`config.mk`:
```
export PLATFORM = sky130hd
export DESIGN_NAME = jpeg_mcu_scheduler
export DESIGN_NICKNAME = d
export VERILOG_FILES = /design/src/rtl/jpeg_pkg.sv /design/src/rtl/jpeg_mcu_block_iter.sv /design/src/rtl/jpeg_mcu_scheduler.sv
export SDC_FILE = /design/constraint.sdc
export NUM_CORES = 1
export LEC_CHECK = 0
export BUFFER_PORTS_ARGS = -buffer_cell sky130_fd_sc_hd__buf_2
export CAP_MARGIN = 15
export CELL_PAD_IN_SITES_DETAIL_PLACEMENT = 1
export CELL_PAD_IN_SITES_GLOBAL_PLACEMENT = 1
export CORE_MARGIN = 2
export CORE_UTILIZATION = 39
export CTS_CLUSTER_DIAMETER = 80
export DETAILED_ROUTE_END_ITERATION = 10
export GPL_ROUTABILITY_DRIVEN = 0
export PLACE_DENSITY = 0.74
export SLEW_MARGIN = 15
export SYNTH_ARGS = -nofsm -noshare
export SYNTH_HDL_FRONTEND = slang
export SYNTH_HIERARCHICAL = 1
export SYNTH_SLANG_ARGS = --single-unit
```
`constraint.sdc`:
```
create_clock -name clk -period 5.6 [get_ports clk]
set_clock_uncertainty 0.2 [all_clocks]
set_input_delay 0.56 -clock clk [delete_from_list [all_inputs] [get_ports clk]]
set_output_delay 0.56 -clock clk [all_outputs]
set_load 0.1 [all_outputs]
```
`src/rtl/jpeg_pkg.sv`:
```
// Shared types and constants for the JPEG MCU scheduler slice.
package jpeg_pkg;

  localparam int unsigned MAX_BLOCKS_PER_MCU = 10;

  // Legacy state encodings, kept so existing tooling/waveform decoders still match.
  localparam logic [2:0] ST_IDLE      = 3'd0;
  localparam logic [2:0] ST_CHECK     = 3'd1;
  localparam logic [2:0] ST_ISSUE     = 3'd2;
  localparam logic [2:0] ST_WAIT_DONE = 3'd3;
  localparam logic [2:0] ST_RESTART   = 3'd4;
  localparam logic [2:0] ST_DONE      = 3'd5;
  localparam logic [2:0] ST_ERR       = 3'd6;

  typedef enum logic [2:0] {
    S_IDLE      = ST_IDLE,
    S_CHECK     = ST_CHECK,
    S_ISSUE     = ST_ISSUE,
    S_WAIT_DONE = ST_WAIT_DONE,
    S_RESTART   = ST_RESTART,
    S_DONE      = ST_DONE,
    S_ERR       = ST_ERR
  } sched_state_t;

  typedef struct packed {
    logic [1:0] h;
    logic [1:0] v;
    logic [1:0] dc_tbl;
    logic [1:0] ac_tbl;
    logic [1:0] qt;
  } comp_cfg_t;

  // Blocks contributed by one component to an interleaved MCU (max 3*3).
  function automatic logic [3:0] samp_blocks(input logic [1:0] h, input logic [1:0] v);
    return {2'b00, h} * {2'b00, v};
  endfunction

endpackage

```
`src/rtl/jpeg_mcu_block_iter.sv`:
```
// Block iterator inside one MCU: h, then v, then component.
import jpeg_pkg::*;

module jpeg_mcu_block_iter #(
  parameter int unsigned MAX_COMP = 4
) (
  input  logic                      clk,
  input  logic                      rst_n,
  input  logic                      clear,
  input  logic                      step,
  input  logic                      interleaved,
  input  logic [2:0]                num_comp,
  input  logic [MAX_COMP-1:0][1:0]  samp_h,
  input  logic [MAX_COMP-1:0][1:0]  samp_v,
  output logic [1:0]                comp,
  output logic [1:0]                h,
  output logic [1:0]                v,
  output logic                      last_blk_in_mcu
);

  logic [1:0] h_lim;
  logic [1:0] v_lim;
  logic       last_h;
  logic       last_v;
  logic       last_comp;

  // Non-interleaved scans have exactly one block per MCU regardless of H/V.
  always_comb begin
    h_lim           = interleaved ? samp_h[comp] - 2'd1 : 2'd0;
    v_lim           = interleaved ? samp_v[comp] - 2'd1 : 2'd0;
    last_h          = (h == h_lim);
    last_v          = (v == v_lim);
    last_comp       = ({1'b0, comp} == num_comp - 3'd1);
    last_blk_in_mcu = last_h && last_v && last_comp;
  end

  // Advance indices on each completed block; wrap to the MCU's first block.
  always_ff @(posedge clk or negedge rst_n) begin
    if (!rst_n) begin
      comp <= '0;
      h    <= '0;
      v    <= '0;
    end else if (clear) begin
      comp <= '0;
      h    <= '0;
      v    <= '0;
    end else if (step) begin
      if (!last_h) begin
        h <= h + 2'd1;
      end else begin
        h <= '0;
        if (!last_v) begin
          v <= v + 2'd1;
        end else begin
          v    <= '0;
          comp <= last_comp ? 2'd0 : comp + 2'd1;
        end
      end
    end
  end

endmodule

```
`src/rtl/jpeg_mcu_scheduler.sv`:
```
// Scan scheduler: walks MCUs/components/blocks and issues block decode commands.
// Optional restart-interval handling is enabled by defining JPEG_DRI_EN.
import jpeg_pkg::*;

module jpeg_mcu_scheduler #(
  parameter int unsigned MAX_COMP = 4,
  parameter int unsigned MAX_SAMP = 2,
  parameter int unsigned DIM_W    = 16
) (
  input  logic                  clk,
  input  logic                  rst_n,
  input  logic                  start,
  input  logic [2:0]            cfg_num_comp,
  input  logic [MAX_COMP*4-1:0] cfg_samp_hv,
  input  logic [MAX_COMP*2-1:0] cfg_dc_tbl,
  input  logic [MAX_COMP*2-1:0] cfg_ac_tbl,
  input  logic [MAX_COMP*2-1:0] cfg_qt,
  input  logic [DIM_W-1:0]      cfg_mcus_x,
  input  logic [DIM_W-1:0]      cfg_mcus_y,
  input  logic [DIM_W-1:0]      cfg_restart_int,
  output logic                  blk_valid,
  input  logic                  blk_ready,
  output logic [1:0]            blk_comp,
  output logic [1:0]            blk_h,
  output logic [1:0]            blk_v,
  output logic [1:0]            blk_dc_tbl,
  output logic [1:0]            blk_ac_tbl,
  output logic [1:0]            blk_qt,
  output logic                  blk_pred_reset,
  input  logic                  blk_done,
  output logic                  rst_req,
  input  logic                  rst_ack,
  output logic [DIM_W-1:0]      mcu_x,
  output logic [DIM_W-1:0]      mcu_y,
  output logic                  busy,
  output logic                  done,
  output logic                  err
);

  localparam logic [DIM_W-1:0] DIM_ONE = DIM_W'(1);

  sched_state_t                state;
  comp_cfg_t [MAX_COMP-1:0]    cfg_in;
  comp_cfg_t [MAX_COMP-1:0]    cfg_r;
  logic [2:0]                  num_comp_r;
  logic [DIM_W-1:0]            mcus_x_r;
  logic [DIM_W-1:0]            mcus_y_r;
  logic [MAX_COMP-1:0]         pred_pend;
  logic [MAX_COMP-1:0][1:0]    samp_h;
  logic [MAX_COMP-1:0][1:0]    samp_v;
  logic [5:0]                  blk_sum;
  logic                        cfg_ok;
  logic                        last_blk;
  logic                        last_mcu;
  logic                        last_x;
  logic                        iter_step;
  logic                        iter_clear;

`ifdef JPEG_DRI_EN
  logic [DIM_W-1:0]            restart_r;
  logic [DIM_W-1:0]            int_cnt;
`else
  logic                        unused_dri;
  assign unused_dri = ^{cfg_restart_int, rst_ack};
`endif

  // Unpack the flat configuration buses into per-component records.
  always_comb begin
    cfg_in = '0;
    samp_h = '0;
    samp_v = '0;
    for (int unsigned i = 0; i < MAX_COMP; i++) begin
      cfg_in[i].h      = cfg_samp_hv[4*i+2 +: 2];
      cfg_in[i].v      = cfg_samp_hv[4*i   +: 2];
      cfg_in[i].dc_tbl = cfg_dc_tbl[2*i +: 2];
      cfg_in[i].ac_tbl = cfg_ac_tbl[2*i +: 2];
      cfg_in[i].qt     = cfg_qt[2*i +: 2];
      samp_h[i]        = cfg_r[i].h;
      samp_v[i]        = cfg_r[i].v;
    end
  end

  // Validate the latched configuration; H/V only matter for interleaved scans.
  always_comb begin
    cfg_ok  = 1'b1;
    blk_sum = '0;
    if (num_comp_r == 3'd0 || num_comp_r > 3'(MAX_COMP)) cfg_ok = 1'b0;
    if (mcus_x_r == '0 || mcus_y_r == '0) cfg_ok = 1'b0;
    if (num_comp_r > 3'd1) begin
      for (int unsigned i = 0; i < MAX_COMP; i++) begin
        if (3'(i) < num_comp_r) begin
          if (cfg_r[i].h == 2'd0 || cfg_r[i].h > 2'(MAX_SAMP)) cfg_ok = 1'b0;
          if (cfg_r[i].v == 2'd0 || cfg_r[i].v > 2'(MAX_SAMP)) cfg_ok = 1'b0;
          blk_sum = blk_sum + {2'b00, samp_blocks(cfg_r[i].h, cfg_r[i].v)};
        end
      end
      if (blk_sum > 6'(MAX_BLOCKS_PER_MCU)) cfg_ok = 1'b0;
    end
  end

  assign iter_clear = (state == S_IDLE) && start;
  assign iter_step  = (state == S_WAIT_DONE) && blk_done;
  assign last_x     = (mcu_x == mcus_x_r - DIM_ONE);
  assign last_mcu   = last_x && (mcu_y == mcus_y_r - DIM_ONE);

  jpeg_mcu_block_iter #(
    .MAX_COMP (MAX_COMP)
  ) u_iter (
    .clk             (clk),
    .rst_n           (rst_n),
    .clear           (iter_clear),
    .step            (iter_step),
    .interleaved     (num_comp_r > 3'd1),
    .num_comp        (num_comp_r),
    .samp_h          (samp_h),
    .samp_v          (samp_v),
    .comp            (blk_comp),
    .h               (blk_h),
    .v               (blk_v),
    .last_blk_in_mcu (last_blk)
  );

  // Scan FSM plus MCU position, restart interval and predictor-reset tracking.
  always_ff @(posedge clk or negedge rst_n) begin
    if (!rst_n) begin
      state      <= S_IDLE;
      err        <= 1'b0;
      cfg_r      <= '0;
      num_comp_r <= '0;
      mcus_x_r   <= '0;
      mcus_y_r   <= '0;
      mcu_x      <= '0;
      mcu_y      <= '0;
      pred_pend  <= '0;
`ifdef JPEG_DRI_EN
      restart_r  <= '0;
      int_cnt    <= '0;
`endif
    end else begin
      case (state)
        S_IDLE: begin
          if (start) begin
            cfg_r      <= cfg_in;
            num_comp_r <= cfg_num_comp;
            mcus_x_r   <= cfg_mcus_x;
            mcus_y_r   <= cfg_mcus_y;
            mcu_x      <= '0;
            mcu_y      <= '0;
            err        <= 1'b0;
`ifdef JPEG_DRI_EN
            restart_r  <= cfg_restart_int;
            int_cnt    <= '0;
`endif
            state      <= S_CHECK;
          end
        end
        S_CHECK: begin
          if (cfg_ok) begin
            pred_pend <= '1;
            state     <= S_ISSUE;
          end else begin
            err   <= 1'b1;
            state <= S_ERR;
          end
        end
        S_ISSUE: begin
          if (blk_ready) begin
            pred_pend[blk_comp] <= 1'b0;
            state               <= S_WAIT_DONE;
          end
        end
        S_WAIT_DONE: begin
          if (blk_done) begin
            if (!last_blk) begin
              state <= S_ISSUE;
            end else if (last_mcu) begin
              state <= S_DONE;
            end else begin
              if (last_x) begin
                mcu_x <= '0;
                mcu_y <= mcu_y + DIM_ONE;
              end else begin
                mcu_x <= mcu_x + DIM_ONE;
              end
`ifdef JPEG_DRI_EN
              // Interval count compares the post-increment value so the
              // marker is requested right after the Nth MCU completes.
              if (restart_r != '0 && int_cnt + DIM_ONE == restart_r) begin
                int_cnt <= '0;
                state   <= S_RESTART;
              end else begin
                int_cnt <= int_cnt + DIM_ONE;
                state   <= S_ISSUE;
              end
`else
              state <= S_ISSUE;
`endif
            end
          end
        end
`ifdef JPEG_DRI_EN
        S_RESTART: begin
          if (rst_ack) begin
            pred_pend <= '1;
            state     <= S_ISSUE;
          end
        end
`endif
        S_DONE:  state <= S_IDLE;
        S_ERR:   state <= S_IDLE;
        default: state <= S_IDLE;
      endcase
    end
  end

  assign blk_valid      = (state == S_ISSUE);
  assign busy           = (state != S_IDLE);
  assign done           = (state == S_DONE);
  assign blk_dc_tbl     = cfg_r[blk_comp].dc_tbl;
  assign blk_ac_tbl     = cfg_r[blk_comp].ac_tbl;
  assign blk_qt         = cfg_r[blk_comp].qt;
  assign blk_pred_reset = pred_pend[blk_comp];
`ifdef JPEG_DRI_EN
  assign rst_req        = (state == S_RESTART);
`else
  assign rst_req        = 1'b0;
`endif

endmodule

```
[Word-level counts from Yosys, hierarchy flattened]
Index checks and enable logic that the tools add are counted.
Word-level totals
  word-level logic and storage cells: 199
  bits in latches: 0
  output and inout bits: 50
  ROM bits: 0
  RAM bits: 0
  memories: 0
  bits in registers: 121
Cells by class
  divide/modulo/power cells: 0
  magnitude comparators: 17
  add/subtract/negate cells: 13
  bitwise logic cells: 2
  mux-type cells: 72
  shifts and indexed selects: 0
  multiply operators: 4
  reductions and logical operators: 43
  equal/unequal tests: 17
Operator list (count)
  two-way mux 16 bit: 9
  case mux 16 bit (2 select lines): 2
  two-way mux 6 bit: 8
  adder 16 x 1 -> 16 bit (second input constant): 2
  equality test 16 bit: 2
  zero test 16 bit: 2
  two-way mux 2 bit: 16
  subtractor 16 x 1 -> 16 bit (second input constant): 2
  binary-select mux 10 bit (select 2 bit): 1
  two-way mux 1 bit: 20
  adder 6 x 4 -> 6 bit: 3
  two-way mux 3 bit: 6
  greater-than comparator 2 bit (second input constant): 8
  zero test 2 bit: 8
  multiplier 2 x 2 -> 4 bit: 4
  != test 2 bit (second input constant): 7
  two-way mux 4 bit: 3
  case mux 3 bit (4 select lines): 1
  AND reduction 3 bit: 4
  nonzero test 2 bit: 6
  logical OR 1 bit: 10
  binary-select mux 2 bit (select 2 bit): 2
  case mux 4 bit (2 select lines): 1
  adder 2 x 1 -> 2 bit (second input constant): 3
  26 further kinds: 38

[Longest topological paths before layout]
  depth after elaboration: 20
  depth in mapped cells: 23
  depth with buffers taken out: 23

[Hierarchy]
The synthesis kept the hierarchy.
By module, submodules not included
  jpeg_mcu_scheduler: area an instance 7788.7 um^2, seq. area each 2877.8 um^2, cells each 927, times used 1
  jpeg_mcu_block_iter: area an instance 584.3 um^2, seq. area each 150.1 um^2, cells each 64, times used 1

[Worst setup path after synthesis]
OpenSTA, ideal clock, no wires.
  path type: register to register
  from: register num_comp_r[2]
  to: register pred_pend[2]
  clock period less this slack: 5.299 ns
  setup time: 0.068 ns
  data required time: 5.332 ns
  arrival: 5.031 ns
  cell stages (with the launch flop): 24
  buffers on the path: 1
  slack: 0.301 ns
  cell sequence: dfrtp_1 -> clkbuf_1 -> or3_1 -> nand2_1 -> fa_1 -> inv_1 -> ha_1 -> inv_1 -> fa_1 -> inv_1 -> ha_1 -> fa_1 -> nand2_1 -> o21ai_0 -> ha_1 -> inv_1 -> fa_1 -> nor2_1 -> o21ai_0 -> a211o_1 -> nand2_1 -> a31oi_1 -> nor3_1 -> nand2b_1
On the way
  longest elaborated chain between the ends: 20
  elaborated cells on any way between the ends: 38
RTL lines
  from (decl): line jpeg_mcu_scheduler.sv:45  | logic [2:0] num_comp_r;
  from (signal assigned): line jpeg_mcu_scheduler.sv:144  | num_comp_r <= cfg_num_comp;
  parallel branches: the longest is 17 deep, another holds adder 6 x 4 -> 6 bit
  two-way mux 1 bit (*): line jpeg_mcu_scheduler.sv:89  | if (num_comp_r > 3'd1) begin
  != test 2 bit (no source line) (*)
  AND reduction 3 bit (no source line) (*)
  to (signal assigned): line jpeg_mcu_scheduler.sv:134  | pred_pend <= '0;
  to (signal assigned): line jpeg_mcu_scheduler.sv:159  | pred_pend <= '1;
  to (signal, indexed assignment): line jpeg_mcu_scheduler.sv:168  | pred_pend[blk_comp] <= 1'b0;
  to (decl): line jpeg_mcu_scheduler.sv:48  | logic [MAX_COMP-1:0] pred_pend;
Every way passes the cells marked *. The select of a mux whose other input is x is not followed.
A chain may end at the register's enable or synchronous reset.

[Final worst setup path]
  from: register cfg_r[8] (netlist bit)
  to: register err
On the way
  longest elaborated chain between the ends: 18
  elaborated cells on any way between the ends: 32
RTL lines
  from (decl): line jpeg_mcu_scheduler.sv:44  | comp_cfg_t [MAX_COMP-1:0] cfg_r;
  from (signal assigned): line jpeg_mcu_scheduler.sv:143  | cfg_r <= cfg_in;
  parallel branches: the longest is 14 deep, another holds adder 6 x 4 -> 6 bit
  two-way mux 1 bit (*): line jpeg_mcu_scheduler.sv:97  | if (blk_sum > 6'(MAX_BLOCKS_PER_MCU)) cfg_ok = 1'b0;
  two-way mux 1 bit (*): line jpeg_mcu_scheduler.sv:89
  != test 2 bit (no source line) (*)
  AND reduction 3 bit (no source line) (*)
  to (signal assigned): line jpeg_mcu_scheduler.sv:127  | err <= 1'b0;
  to (signal assigned): line jpeg_mcu_scheduler.sv:149  | err <= 1'b0;
  to (signal assigned): line jpeg_mcu_scheduler.sv:162  | err <= 1'b1;
  to (decl): line jpeg_mcu_scheduler.sv:37  | output logic err
Marks and branches as above.

==> Implementation_results.wiki <==
{| class="wikitable"
! Metric !! Value
|-
| Portion of total power attributed to the clock network || 20.6%
|-
| CTS root buffer || sky130_fd_sc_hd__clkbuf_16
|-
| Net count of the mapped netlist || 1118
|-
| Layout Nets || 1228
|-
| Initial standard-cell utilization of the core || 39.83%
|-
| Required time of the worst setup path || 5.70 ns
|-
| Worst setup SP type || flop
|-
| Peak supply drop || 0.4468 mV
|-
| PortBufs || 128
|-
| Most common cell after layout, fill and taps aside || sky130_fd_sc_hd__nand2_1
|-
| Crit-path leading delay family || adder cells
|-
| Number of instances on the worst hold path || 3
|-
| Min Tclk post-route || 5.380 ns
|-
| Number of failing hold endpoints at the final stage || 0
|-
| CTS tree || yes
|-
| Post-DRT Antenna Nets || 0
|-
| Filler instances || 2518
|-
| Total of max-cap violations || 0
|-
| Via density || 5.531
|-
| Multi-input gate area in the final layout || 0.005034 mm²
|-
| Period utilization || 96.07%
|-
| Clock transition at the register clock pins on the worst setup and hold paths after CTS || 0.06 ns
|-
| Class of the most critical setup path || flop to flop
|-
| Post-Syn Instances || 991
|-
| Max stage delay on crit path || 0.58 ns
|-
| Crit-path slowest cell || sky130_fd_sc_hd__fa_1
|-
| Final count of negative-setup-slack endpoints || 0
|-
| Capture point of the worst reg-to-reg path || err$_DFFE_PN0P_
|-
| Total length of routed wires || 25110 µm
|-
| Post-Route Setup TNS || 0 ns
|-
| Maximum level of the CTS H-tree || 4
|-
| Switching power summed over all nets || 0.002563 W
|-
| CP Cell Sequence || and2_1 -> ha_1 -> nand2_1 -> fa_1 -> inv_1 -> ha_1 -> inv_1 -> fa_1 -> inv_1 -> ha_4 -> fa_2 -> nand2_1 -> o21ai_0 -> ha_1 -> ha_1 -> nand2_1 -> o21ai_2 -> nand2_2 -> xor2_1 -> mux2i_1 -> a31oi_4 -> buf_4 -> nor3_2 -> nor3_2
|-
| Static leakage || 4.782 nW
|-
| Gr ovfl total || 0
|-
| PwrDens || 541.6 mW/mm²
|-
| Worst Reg-to-Reg Cells || 24
|-
| Netlist area before placement || 0.008373 mm²
|-
| Max transition margin || 28.70%
|-
| First-pass iteration count of the detailed router || 4
|-
| Number of warning messages in the yosys log || 6
|-
| Layout-stage area growth over the synthesis result || 18.41%
|-
| Switching share of total power || 47.73%
|-
| Most used cells in the layout excluding fill and tap cells || 269 x sky130_fd_sc_hd__nand2_1, 127 x sky130_fd_sc_hd__buf_2, 121 x sky130_fd_sc_hd__dfrtp_1
|-
| Internal power of the cells || 0.002807 W
|-
| Placeable core region || 0.02102 mm²
|-
| Run status || complete, no violations
|-
| # rows || 53
|-
| Flip-flop cell with the highest count after synthesis || sky130_fd_sc_hd__dfrtp_1
|-
| Syn avg cell area || 8.449 µm²
|-
| Type of the most critical hold path || input port to flop
|-
| Dpl hpwl || 18080 µm
|-
| Worst skew pair latency || 0.43 ns
|-
| CP Data Arrival Time || 5.48 ns
|-
| DRC marker count from the first detailed-route iteration || 316
|-
| Largest net degree at the start of global routing || 84
|-
| Sequential cell fraction of total power || 29.1%
|-
| Worst setup EP type || flop
|-
| Number of buffers between clock root and the deepest sink || 2
|-
| Portion of the post-synthesis area used by sequential elements || 36.16%
|-
| Number of buffers created by CTS || 17
|-
| Worst min-delay path startpoint || cfg_samp_hv[12]
|-
| Post-synth EDFFs || 0
|-
| Cell repeated most along the worst path || sky130_fd_sc_hd__ha_1
|-
| First-pass GRT wire length || 40500 µm
|-
| Register cell area after layout || 0.003028 mm²
|-
| Count of clock tree sinks || 121
|-
| Number of top-level design ports || 147
|-
| Total placed cells including tap cells || 1355
|-
| Measured slew at the worst slew-check pin || 1.070 ns
|-
| Reg2reg setup slack || 0.22 ns
|-
| Count of state elements after synthesis || 121
|-
| Number of remaining DRC errors || 0
|-
| Hold Path Sink || cfg_r[36]$_DFFE_PN0P_
|-
| Final Slew Violations || 0
|-
| Final standard cell area without fillers || 0.009915 mm²
|-
| Achievable Freq || 185.9 MHz
|-
| Die outline width || 150.5 µm
|-
| Share of post-route cells with drive strength above 1 || 20.02%
|-
| Total via count in the routed design || 7693
|-
| Total Die Area || 0.02266 mm²
|-
| Combined global-route utilization of all metal layers || 22.72%
|-
| Cell area after placement || 0.009241 mm²
|-
| Buffer and inverter count on the worst path || 4
|-
| Final routed wire length divided by cell count || 18.05 µm
|-
| Vertical die dimension || 150.5 µm
|-
| Number of antenna violations at the first check in global routing || 4
|-
| Count of placed standard cells in the final layout, fillers left out || 1391
|-
| Post-synthesis cell type count || 84
|-
| Vias in the first global route || 7778
|-
| Share of synthesized flip-flops with an asynchronous set or reset || 100.0%
|-
| Share of power burned in combinational logic || 50.3%
|-
| FF-to-FF Start || cfg_r[8]$_DFFE_PN0P_
|-
| Critical path peak fanout || 3
|}
-- power by group through the flow --
stage | clock network [W] | logic, W | registers (W)
final | 0.00111 | 0.00270 | 0.00156
after global placement | 0 | 0.00258 | 0.00156
after floorplan | 0 | 0.00197 | 0.00162
after CTS | 0.00113 | 0.00267 | 0.00156
after detailed placement | 0 | 0.00264 | 0.00157
after global routing | 0.00117 | 0.00298 | 0.00162
-- synth_stat cells, types with 3 or more instances --
cell type                   instances  area, µm²
sky130_fd_sc_hd__o211ai_1           3      22.52
sky130_fd_sc_hd__nor4_1            10      62.56
sky130_fd_sc_hd__and3_1            18      112.6
sky130_fd_sc_hd__a21oi_1           24      120.1
sky130_fd_sc_hd__o2111ai_1          6      52.55
sky130_fd_sc_hd__xor2_1            27      236.5
sky130_fd_sc_hd__and2_1            19      118.9
sky130_fd_sc_hd__nand3_1           23      115.1
sky130_fd_sc_hd__or3_1              6      37.54
sky130_fd_sc_hd__nor4_2             3      37.54
sky130_fd_sc_hd__buf_6              5      56.30
sky130_fd_sc_hd__nand3b_1           5      37.54
sky130_fd_sc_hd__nor3_1            22      110.1
sky130_fd_sc_hd__fa_1               6      120.1
sky130_fd_sc_hd__mux2i_1           20      200.2
sky130_fd_sc_hd__a31oi_1            6      37.54
sky130_fd_sc_hd__inv_1             29      108.9
sky130_fd_sc_hd__o21ai_0           47      235.2
sky130_fd_sc_hd__and4_1             4      35.03
sky130_fd_sc_hd__o21bai_1           3      22.52
sky130_fd_sc_hd__clkbuf_1          42      157.7
sky130_fd_sc_hd__xnor2_1           30      262.8
sky130_fd_sc_hd__mux4_2             9      202.7
sky130_fd_sc_hd__ha_1              24      300.3
sky130_fd_sc_hd__buf_2              8      40.04
sky130_fd_sc_hd__a21o_1            19      142.6
sky130_fd_sc_hd__nand2_1          271       1017
sky130_fd_sc_hd__nand4b_1           4      35.03
sky130_fd_sc_hd__or2_2              3      18.77
sky130_fd_sc_hd__dfrtp_1          121       3028
sky130_fd_sc_hd__nor2_1            35      131.4
sky130_fd_sc_hd__nand2b_1          10      62.56
sky130_fd_sc_hd__nor2b_1            7      43.79
sky130_fd_sc_hd__or4_1             12      90.09
sky130_fd_sc_hd__o311ai_0           3      26.28
sky130_fd_sc_hd__a211oi_1           3      22.52
sky130_fd_sc_hd__or3b_2             3      26.28
sky130_fd_sc_hd__nand4_1           21      131.4
sky130_fd_sc_hd__o21a_1             9      67.56
sky130_fd_sc_hd__o22ai_1            3      18.77
sky130_fd_sc_hd__o31ai_1           12      90.09
-- logic make-up (layout without fill, tap and decap cells) --
| group | after synthesis | after routing | share of synthesized area [%] |
|---|---|---|---|
| AND/OR/NAND/NOR | 493 | 493 | 28.57 |
| AO/OA/AOI/OAI | 168 | 168 | 13.61 |
| flip-flops | 121 | 121 | 36.16 |
| buffers and inverters | 87 | 210 | 4.513 |
| XOR/XNOR | 59 | 59 | 6.500 |
| multiplexers | 32 | 32 | 5.574 |
| adder cells (fa/ha/maj) | 30 | 30 | 5.021 |
| other | 1 | 3 | 0.04479 |
-- per-layer routing --
layer / up-vias / GRT usage, % / wire length (µm)
li1: 3701 / - / -
met1: 3798 / 30.41 / 11510
met2: 163 / 36.50 / 11740
met3: 31 / 5.697 / 1420
met4: 0 / 6.368 / 434
met5: - / 0 / 0
-- repair_timing --
action | in CTS | in global routing
hold endpoints to repair | 13 | 0
pin swaps | 0 | 4
endpoints found under the setup margin | 4 | 6
gates resized for setup | 1 | 13
hold buffers | 1 | 0
gates cloned | 0 | 0
setup buffers | 0 | 1
-- through the flow --
step                utilization (%)  hold WS, ns  power (W)  setup WS [ns]
finish                        47.16       0.1155   0.005370         0.2199
global route                  47.14       0.1139   0.005767       -0.05752
CTS                           46.84       0.1046   0.005356       0.008450
detailed placement            43.96       0.2292   0.004215       -0.01828
global placement              43.96       0.2277   0.004139        0.06666
floorplan                         -      0.06441   0.003592         0.3008
-- registers in the layout, summed over array words and instances (netlist names) --
register and count:
mcus_x_r 16, u_iter/h 2, u_iter/v 2, u_iter/comp 2, mcus_y_r 16, err 1
mcu_y 16, num_comp_r 3, state 3, pred_pend 4, mcu_x 16, cfg_r 40
-- worst register-to-register path, cell delays in order, from the launching register on --
cell	delay (ns)
sky130_fd_sc_hd__dfrtp_1	0.37
sky130_fd_sc_hd__and2_1	0.16
sky130_fd_sc_hd__ha_1	0.28
sky130_fd_sc_hd__nand2_1	0.08
sky130_fd_sc_hd__fa_1	0.40
sky130_fd_sc_hd__inv_1	0.06
sky130_fd_sc_hd__ha_1	0.16
sky130_fd_sc_hd__inv_1	0.06
sky130_fd_sc_hd__fa_1	0.58
sky130_fd_sc_hd__inv_1	0.09
sky130_fd_sc_hd__ha_4	0.25
sky130_fd_sc_hd__fa_2	0.57
sky130_fd_sc_hd__nand2_1	0.05
sky130_fd_sc_hd__o21ai_0	0.08
sky130_fd_sc_hd__ha_1	0.27
sky130_fd_sc_hd__ha_1	0.28
sky130_fd_sc_hd__nand2_1	0.06
sky130_fd_sc_hd__o21ai_2	0.14
sky130_fd_sc_hd__nand2_2	0.10
sky130_fd_sc_hd__xor2_1	0.17
sky130_fd_sc_hd__mux2i_1	0.27
sky130_fd_sc_hd__a31oi_4	0.16
sky130_fd_sc_hd__buf_4	0.17
sky130_fd_sc_hd__nor3_2	0.17
sky130_fd_sc_hd__nor3_2	0.08
-- layout make-up --
class                   count  share of cell area (%)
multi-input cells         783                   50.77
flip-flops and latches    121                   30.54
repair buffers            149                   8.102
clock buffers              18                   4.430
well taps                 275                   3.470
clock inverters            14                   1.527
inverters                  29                   1.111
diodes                      2                 0.05048
-- how the worst max path moves through the flow --
stage	startpoint	end	slack, ns	cells after the start
floorplan	num_comp_r[2]$_DFFE_PN0P_	pred_pend[2]$_DFFE_PN0P_	0.30	23
global placement	cfg_r[8]$_DFFE_PN0P_	pred_pend[2]$_DFFE_PN0P_	0.07	23
detailed placement	cfg_r[8]$_DFFE_PN0P_	pred_pend[2]$_DFFE_PN0P_	-0.02	23
CTS	cfg_r[8]$_DFFE_PN0P_	err$_DFFE_PN0P_	0.008	24
global route	cfg_r[8]$_DFFE_PN0P_	err$_DFFE_PN0P_	-0.06	24
finish	cfg_r[8]$_DFFE_PN0P_	err$_DFFE_PN0P_	0.22	24
Note: power is estimated with default switching activity, not from simulation.
